[config.mk]
export PLATFORM = sky130hd
export DESIGN_NAME = hkspi_slave_flat
export DESIGN_NICKNAME = d
export VERILOG_FILES = /design/src/rtl/hkspi_slave_if.sv /design/src/rtl/hkspi_slave.sv /design/src/flat_wrapper.sv
export SDC_FILE = /design/constraint.sdc
export NUM_CORES = 1
export LEC_CHECK = 0
export ABC_AREA = 1
export CAP_MARGIN = 20
export CORE_ASPECT_RATIO = 1.25
export CORE_MARGIN = 5
export CORE_UTILIZATION = 45
export CTS_CLUSTER_DIAMETER = 150
export CTS_CLUSTER_SIZE = 14
export DETAILED_ROUTE_END_ITERATION = 12
export GPL_ROUTABILITY_DRIVEN = 0
export GPL_TIMING_DRIVEN = 0
export PLACE_DENSITY = 0.64
export SYNTH_ARGS = -nofsm -noshare
export SYNTH_HDL_FRONTEND = slang
export SYNTH_SLANG_ARGS = --single-unit
[constraint.sdc]
create_clock -name clk -period 2.5 [get_ports clk]
set_clock_uncertainty 0.05 [all_clocks]
set_input_delay 0.25 -clock clk [delete_from_list [all_inputs] [get_ports clk]]
set_output_delay 0.25 -clock clk [all_outputs]
set_load 0.05 [all_outputs]
[src/rtl/hkspi_slave_if.sv]
// rtl/hkspi_slave_if.sv - housekeeping SPI pad bundle (SCK, CSB, SDI in; SDO, sdo_enb out)
interface hkspi_slave_if;
  logic SCK;
  logic CSB;
  logic SDI;
  logic SDO;
  logic sdo_enb;

  modport master (output SCK, output CSB, output SDI, input SDO, input sdo_enb);
  modport slave  (input SCK, input CSB, input SDI, output SDO, output sdo_enb);
endinterface

[src/rtl/hkspi_slave.sv]
// rtl/hkspi_slave.sv - oversampled housekeeping SPI slave with nine-entry register map
// Optional HKSPI_IRQ_EN: writing reg 6 with bit0=1 pulses irq for one clk.
module hkspi_slave #(
  parameter logic [11:0] MFGR_ID = 12'h456,
  parameter logic [7:0]  PROD_ID = 8'h05
) (
  input  logic         clk,
  input  logic         resetn,
  hkspi_slave_if.slave spi,
  output logic [2:0]   pll_ctrl,
  output logic         pll_bypass,
  output logic         irq,
  output logic         reset_ext,
  output logic [7:0]   trim
);
  typedef enum logic [2:0] {S_IDLE, S_COMMAND, S_ADDRESS, S_DATA, S_IGNORE} state_t;

  state_t     state_q, state_d;
  logic [2:0] sck_sync_q, sck_sync_d;
  logic [1:0] csb_sync_q, csb_sync_d;
  logic [1:0] sdi_sync_q, sdi_sync_d;
  logic [2:0] bit_cnt_q, bit_cnt_d;
  logic [6:0] shift_in_q, shift_in_d;
  logic       rd_q, rd_d, wr_q, wr_d;
  logic [7:0] addr_q, addr_d;
  logic [7:0] sdo_sr_q, sdo_sr_d;
  logic [2:0] pll_ctrl_q, pll_ctrl_d;
  logic       pll_bypass_q, pll_bypass_d;
  logic       reset_ext_q, reset_ext_d;
  logic [7:0] trim_q, trim_d;
  logic       irq_q, irq_d;

  logic       sck_rise, csb_s, sdi_s, byte_done, data_rd;
  logic [7:0] byte_in, addr_next;

  assign sck_rise  = sck_sync_q[1] & ~sck_sync_q[2];
  assign csb_s     = csb_sync_q[1];
  assign sdi_s     = sdi_sync_q[1];
  assign byte_in   = {shift_in_q, sdi_s};
  assign byte_done = sck_rise && (bit_cnt_q == 3'd7);
  assign addr_next = addr_q + 8'd1;
  assign data_rd   = (state_q == S_DATA) && rd_q;

  function automatic logic [7:0] reg_read(input logic [7:0] a);
    case (a)
      8'd1:    return {4'h0, MFGR_ID[11:8]};
      8'd2:    return MFGR_ID[7:0];
      8'd3:    return PROD_ID;
      8'd4:    return {5'b0, pll_ctrl_q};
      8'd5:    return {7'b0, pll_bypass_q};
      8'd7:    return {7'b0, reset_ext_q};
      8'd8:    return trim_q;
      default: return 8'h00;
    endcase
  endfunction

  always_comb begin
    sck_sync_d   = {sck_sync_q[1:0], spi.SCK};
    csb_sync_d   = {csb_sync_q[0], spi.CSB};
    sdi_sync_d   = {sdi_sync_q[0], spi.SDI};
    state_d      = state_q;
    bit_cnt_d    = bit_cnt_q;
    shift_in_d   = shift_in_q;
    rd_d         = rd_q;
    wr_d         = wr_q;
    addr_d       = addr_q;
    sdo_sr_d     = sdo_sr_q;
    pll_ctrl_d   = pll_ctrl_q;
    pll_bypass_d = pll_bypass_q;
    reset_ext_d  = reset_ext_q;
    trim_d       = trim_q;
    irq_d        = 1'b0;

    if (csb_s) begin
      // Abort: drop any partial byte but leave the register file untouched.
      state_d    = S_IDLE;
      bit_cnt_d  = 3'd0;
      shift_in_d = 7'd0;
      rd_d       = 1'b0;
      wr_d       = 1'b0;
    end else begin
      if (sck_rise && state_q != S_IDLE && state_q != S_IGNORE) begin
        bit_cnt_d  = bit_cnt_q + 3'd1;
        shift_in_d = byte_in[6:0];
        if (state_q == S_DATA) sdo_sr_d = {sdo_sr_q[6:0], 1'b0};
      end
      case (state_q)
        S_IDLE:    state_d = S_COMMAND;
        S_COMMAND: if (byte_done) begin
          rd_d    = byte_in[6];
          wr_d    = byte_in[7];
          state_d = (byte_in[7:6] == 2'b00) ? S_IGNORE : S_ADDRESS;
        end
        S_ADDRESS: if (byte_done) begin
          addr_d  = byte_in;
          if (rd_q) sdo_sr_d = reg_read(byte_in);
          state_d = S_DATA;
        end
        S_DATA: if (byte_done) begin
          if (wr_q) begin
            case (addr_q)
              8'd4: pll_ctrl_d   = byte_in[2:0];
              8'd5: pll_bypass_d = byte_in[0];
`ifdef HKSPI_IRQ_EN
              8'd6: irq_d        = byte_in[0];
`endif
              8'd7: reset_ext_d  = byte_in[0];
              8'd8: trim_d       = byte_in;
              default: ;
            endcase
          end
          addr_d = addr_next;
          // Read mux sees flop values, so read+write returns pre-write contents.
          if (rd_q) sdo_sr_d = reg_read(addr_next);
        end
        default: ;
      endcase
    end
  end

  always_ff @(posedge clk or negedge resetn) begin
    if (!resetn) begin
      state_q      <= S_IDLE;
      sck_sync_q   <= 3'b000;
      csb_sync_q   <= 2'b11;
      sdi_sync_q   <= 2'b00;
      bit_cnt_q    <= 3'd0;
      shift_in_q   <= 7'd0;
      rd_q         <= 1'b0;
      wr_q         <= 1'b0;
      addr_q       <= 8'd0;
      sdo_sr_q     <= 8'd0;
      pll_ctrl_q   <= 3'b111;
      pll_bypass_q <= 1'b1;
      reset_ext_q  <= 1'b0;
      trim_q       <= 8'd0;
      irq_q        <= 1'b0;
    end else begin
      state_q      <= state_d;
      sck_sync_q   <= sck_sync_d;
      csb_sync_q   <= csb_sync_d;
      sdi_sync_q   <= sdi_sync_d;
      bit_cnt_q    <= bit_cnt_d;
      shift_in_q   <= shift_in_d;
      rd_q         <= rd_d;
      wr_q         <= wr_d;
      addr_q       <= addr_d;
      sdo_sr_q     <= sdo_sr_d;
      pll_ctrl_q   <= pll_ctrl_d;
      pll_bypass_q <= pll_bypass_d;
      reset_ext_q  <= reset_ext_d;
      trim_q       <= trim_d;
      irq_q        <= irq_d;
    end
  end

  assign spi.SDO     = data_rd ? sdo_sr_q[7] : 1'b0;
  assign spi.sdo_enb = ~data_rd;
  assign pll_ctrl    = pll_ctrl_q;
  assign pll_bypass  = pll_bypass_q;
  assign reset_ext   = reset_ext_q;
  assign trim        = trim_q;
  assign irq         = irq_q;
endmodule

[src/flat_wrapper.sv]
// flat-port wrapper written by rule: the top's interface ports become plain ports
module hkspi_slave_flat 
#(
  parameter logic [11:0] MFGR_ID = 12'h456,
  parameter logic [7:0]  PROD_ID = 8'h05
)
  (clk, resetn, pll_ctrl, pll_bypass, irq, reset_ext, trim, spi_SCK, spi_CSB, spi_SDI, spi_SDO, spi_sdo_enb);
  hkspi_slave_if spi_i ();
  input  logic clk;
  input  logic resetn;
  output logic [2:0] pll_ctrl;
  output logic pll_bypass;
  output logic irq;
  output logic reset_ext;
  output logic [7:0] trim;
  input wire logic [$bits(spi_i.SCK)-1:0] spi_SCK;
  input wire logic [$bits(spi_i.CSB)-1:0] spi_CSB;
  input wire logic [$bits(spi_i.SDI)-1:0] spi_SDI;
  output wire logic [$bits(spi_i.SDO)-1:0] spi_SDO;
  output wire logic [$bits(spi_i.sdo_enb)-1:0] spi_sdo_enb;
  assign spi_i.SCK = spi_SCK;
  assign spi_i.CSB = spi_CSB;
  assign spi_i.SDI = spi_SDI;
  assign spi_SDO = spi_i.SDO;
  assign spi_sdo_enb = spi_i.sdo_enb;
  hkspi_slave #(.MFGR_ID(MFGR_ID), .PROD_ID(PROD_ID)) u_core (.clk(clk), .resetn(resetn), .spi(spi_i), .pll_ctrl(pll_ctrl), .pll_bypass(pll_bypass), .irq(irq), .reset_ext(reset_ext), .trim(trim));
endmodule
==> impl_metrics.tcl <==
set metrics [dict create \
    reg2reg_from "u_core.bit_cnt_q[0]$_DFFE_PN0P_" \
    cp-end-kind "primary output" \
    setup_viol 0 \
    first_pass_iters 5 \
    grt_max_degree 35 \
    r2r_cells 9 \
    maxSlewViolCount 0 \
    grtUsageTotal 0.1835 \
    dp.cells 501 \
    synth_edf_count 0 \
    slew_headroom 0.6183 \
    power_density_nw_per_um2 467.7 \
    hp-class "in -> reg" \
    finalCritPeriodShare 0.9325 \
    drt-initial-drc-count 180 \
    die_w_um 83.13 \
    grt_pass1_vias 2611 \
    core_sq_um 6524 \
    ios 21 \
    via_count 2625 \
    port_buffers 19 \
    path_max_fanout 10 \
    start_kind "register" \
    die_h_um 101.4 \
    syn2layout_area_growth_pct 13.60 \
    status "finished, final reports clean" \
    whs_ps 275.4 \
    critical_path.startpoint "u_core.state_q[1]$_DFFE_PN0P_" \
    clkTransAtPathRegs_ps 100 \
    synth_flop_cell "dfrtp_1" \
    rsz0062_at_grt "false" \
    routed_wl_um 7304 \
    worst_pin_slew_ps 568.2 \
    drtAntennaViolNets 0 \
    yosysUniqueCellTypes 41 \
    final_cells 510 \
    grt_remaining_overflow 0 \
    rr_endpoint "u_core.sdo_sr_q[5]$_DFFE_PN0N_" \
    cap_violations 0 \
    endpoint "spi_sdo_enb" \
    power.static_leakage_nw 1.620 \
    cts_sinks 51 \
    placed_area_sq_um 3322 \
    cts_buffer_depth 2 \
    synthCells 394 \
    cts_tree "yes" \
    fill_cells 656 \
    ys_async_sr_fraction 1.000 \
    antenna_found_initial 0 \
    hold_violations 0 \
    route.detailed.vias_per_inst 5.147 \
    drcViolationCount 0 \
    worst-r2r-setup-slack_ps 260 \
    avgSynthCellArea_sq_um 7.634 \
    critPathRequiredTime_ps 2200 \
    synth-seq-area-share 0.4268 \
    cts_buffers 5 \
    max_freq_ghz 0.4290 \
    p_total_mw 1.598 \
    root_buffer "clkbuf_8" \
    crit_arrival_ps 2030 \
    grt_pass1_wl_um 12450 \
    synth_seq_cells 51 \
    n_antenna_cell 0 \
    synth_warnings 0 \
    fin_nets 434 \
    drive_above_1_share 0.1253 \
    wire_per_inst_um 14.32 \
    final_util 0.5238 \
    num_rows 33 \
    period_minus_slack_ps 2331 \
    h-tree-depth 2 \
    cts_setup_buffers 0 \
    start_util 0.4611 \
    syn_nets 406 \
    crit_type "reg -> out" \
    ir_worst_vdd_mv 0.4040 \
    dieArea_sq_um 8429 \
    dp_hpwl_um 5682 \
    syn_area_sq_um 3008 \
    final_area_sq_um 3417 \
    clkLatencyLatePin_ps 320 \
]
-- worst min-delay path by stage --
stage / from / end / slack, ps / cells after the start
after detailed placement: resetn / u_core.trim[2]$_DFFE_PN0P_ / 170 / 1
after global routing: spi_CSB / u_core.csb_sync_q[0]$_DFF_PN1_ / 270 / 1
after CTS: spi_CSB / u_core.csb_sync_q[0]$_DFF_PN1_ / 270 / 1
final: spi_CSB / u_core.csb_sync_q[0]$_DFF_PN1_ / 280 / 1
after global placement: u_core.sdi_sync_q[0]$_DFF_PN0_ / u_core.sdi_sync_q[1]$_DFF_PN0_ / 290 / 0
after floorplan: resetn / u_core.addr_q[0]$_DFFE_PN0P_ / -100 / 0
-- cell type report --
cell class | instances | area [sq um] | share of cell area
well taps | 87 | 108.9 | 0.03186
inverters | 52 | 195.2 | 0.05712
repair buffers | 21 | 209.0 | 0.06115
flip-flops and latches | 51 | 1284 | 0.3757
clock buffers | 5 | 68.82 | 0.02014
clock inverters | 3 | 22.52 | 0.006591
multi-input cells | 282 | 1474 | 0.4313
plain buffers | 9 | 55.05 | 0.01611
-- critical path: stages, from the launching register on --
cell and delay, ps:
dfrtp_1 420, nand2_1 120, nor2_4 200, clkbuf_1 350
nand2_1 170, dlygate4sd2_1 460
-- logic make-up (layout without fill, tap and decap cells) --
kind of cell,Yosys count,after routing,share of synthesized area
muxes,3,3,0.009984
xor gates and xnor gates,1,1,0.002912
buffers and inverters,61,90,0.08319
and+or+nand+nor,204,204,0.3186
DFF,51,51,0.4268
AOI/OAI and AO/OA,66,66,0.1281
other,1,1,0.001247
adders and majority gates,7,7,0.02912
-- placed cells by master, fill, tap and decap left out, types with 4 or more instances in the layout --
master            n
nand2_1          94
o21ai_1          14
nand3_1          31
ha_1              7
dfrtp_1          45
o22ai_1          10
inv_1            42
nand4_1          11
o21ai_0          20
clkbuf_8          5
nor2_1           42
clkdlybuf4s50_1  16
clkbuf_1          4
nor3_1            5
a21oi_1           5
dfstp_2           6
a31oi_1           4
inv_2            10
-- per-layer routing --
| layer | track usage | part of all wire | up-vias |
|---|---|---|---|
| li1 | - | - | 1350 |
| met1 | 0.2296 | 0.44 | 1215 |
| met2 | 0.3259 | 0.51 | 51 |
| met3 | 0.02197 | 0.032 | 9 |
| met4 | 0.07044 | 0.018 | 0 |
| met5 | 0 | 0 | - |
-- Yosys cell counts (2+ instances only) --
master,number,share of area
nand2_1,94,0.12
dfrtp_1,45,0.37
inv_1,42,0.052
nor2_1,42,0.052
nand3_1,31,0.052
o21ai_0,20,0.033
o21ai_1,14,0.023
nand4_1,11,0.023
inv_2,10,0.012
o22ai_1,10,0.021
ha_1,7,0.029
dfstp_2,6,0.052
a21oi_1,5,0.0083
nor3_1,5,0.0083
a31oi_1,4,0.0083
clkbuf_1,4,0.0050
mux2i_1,3,0.010
nand2_2,3,0.0062
nor2_2,3,0.0062
nor2_4,3,0.011
a22o_1,2,0.0058
a22oi_1,2,0.0050
buf_2,2,0.0033
buf_6,2,0.0075
nand3_2,2,0.0067
nor2_8,2,0.013
o211ai_1,2,0.0050
o21ai_2,2,0.0058
o21bai_1,2,0.0050
o31ai_1,2,0.0050
or2_2,2,0.0042
-- through the flow --
stage                     setup slack, ps  TNS [ps]
after floorplan                     184.0         0
after CTS                           9.863         0
after global placement             -381.1    -17000
final                               168.8         0
after global routing                31.00         0
after detailed placement            68.74         0
-- state kept, by name, indices dropped and copies added (netlist names) --
name               cells
u_core.csb_sync_q      2
u_core.pll_bypass      1
u_core.addr_q          8
u_core.pll_ctrl        3
u_core.shift_in_q      7
u_core.wr_q            1
u_core.sdo_sr_q        8
u_core.state_q         3
u_core.bit_cnt_q       3
u_core.rd_q            1
u_core.sck_sync_q      3
u_core.trim            8
u_core.reset_ext       1
u_core.sdi_sync_q      2
-- timing repair --
item	CTS	global route
resized for setup	3	1
endpoints found under the setup margin	2	1
cloned	0	0
hold buffers	1	0
hold endpoints to repair	13	0
-- power breakdown --
part	switching (mW)	internal (mW)	leakage [nW]
sequential	0.0406	0.868	0.657
combinational	0.116	0.0698	0.914
clock	0.300	0.203	0.0489
Power figures use the tool's default switching activity.
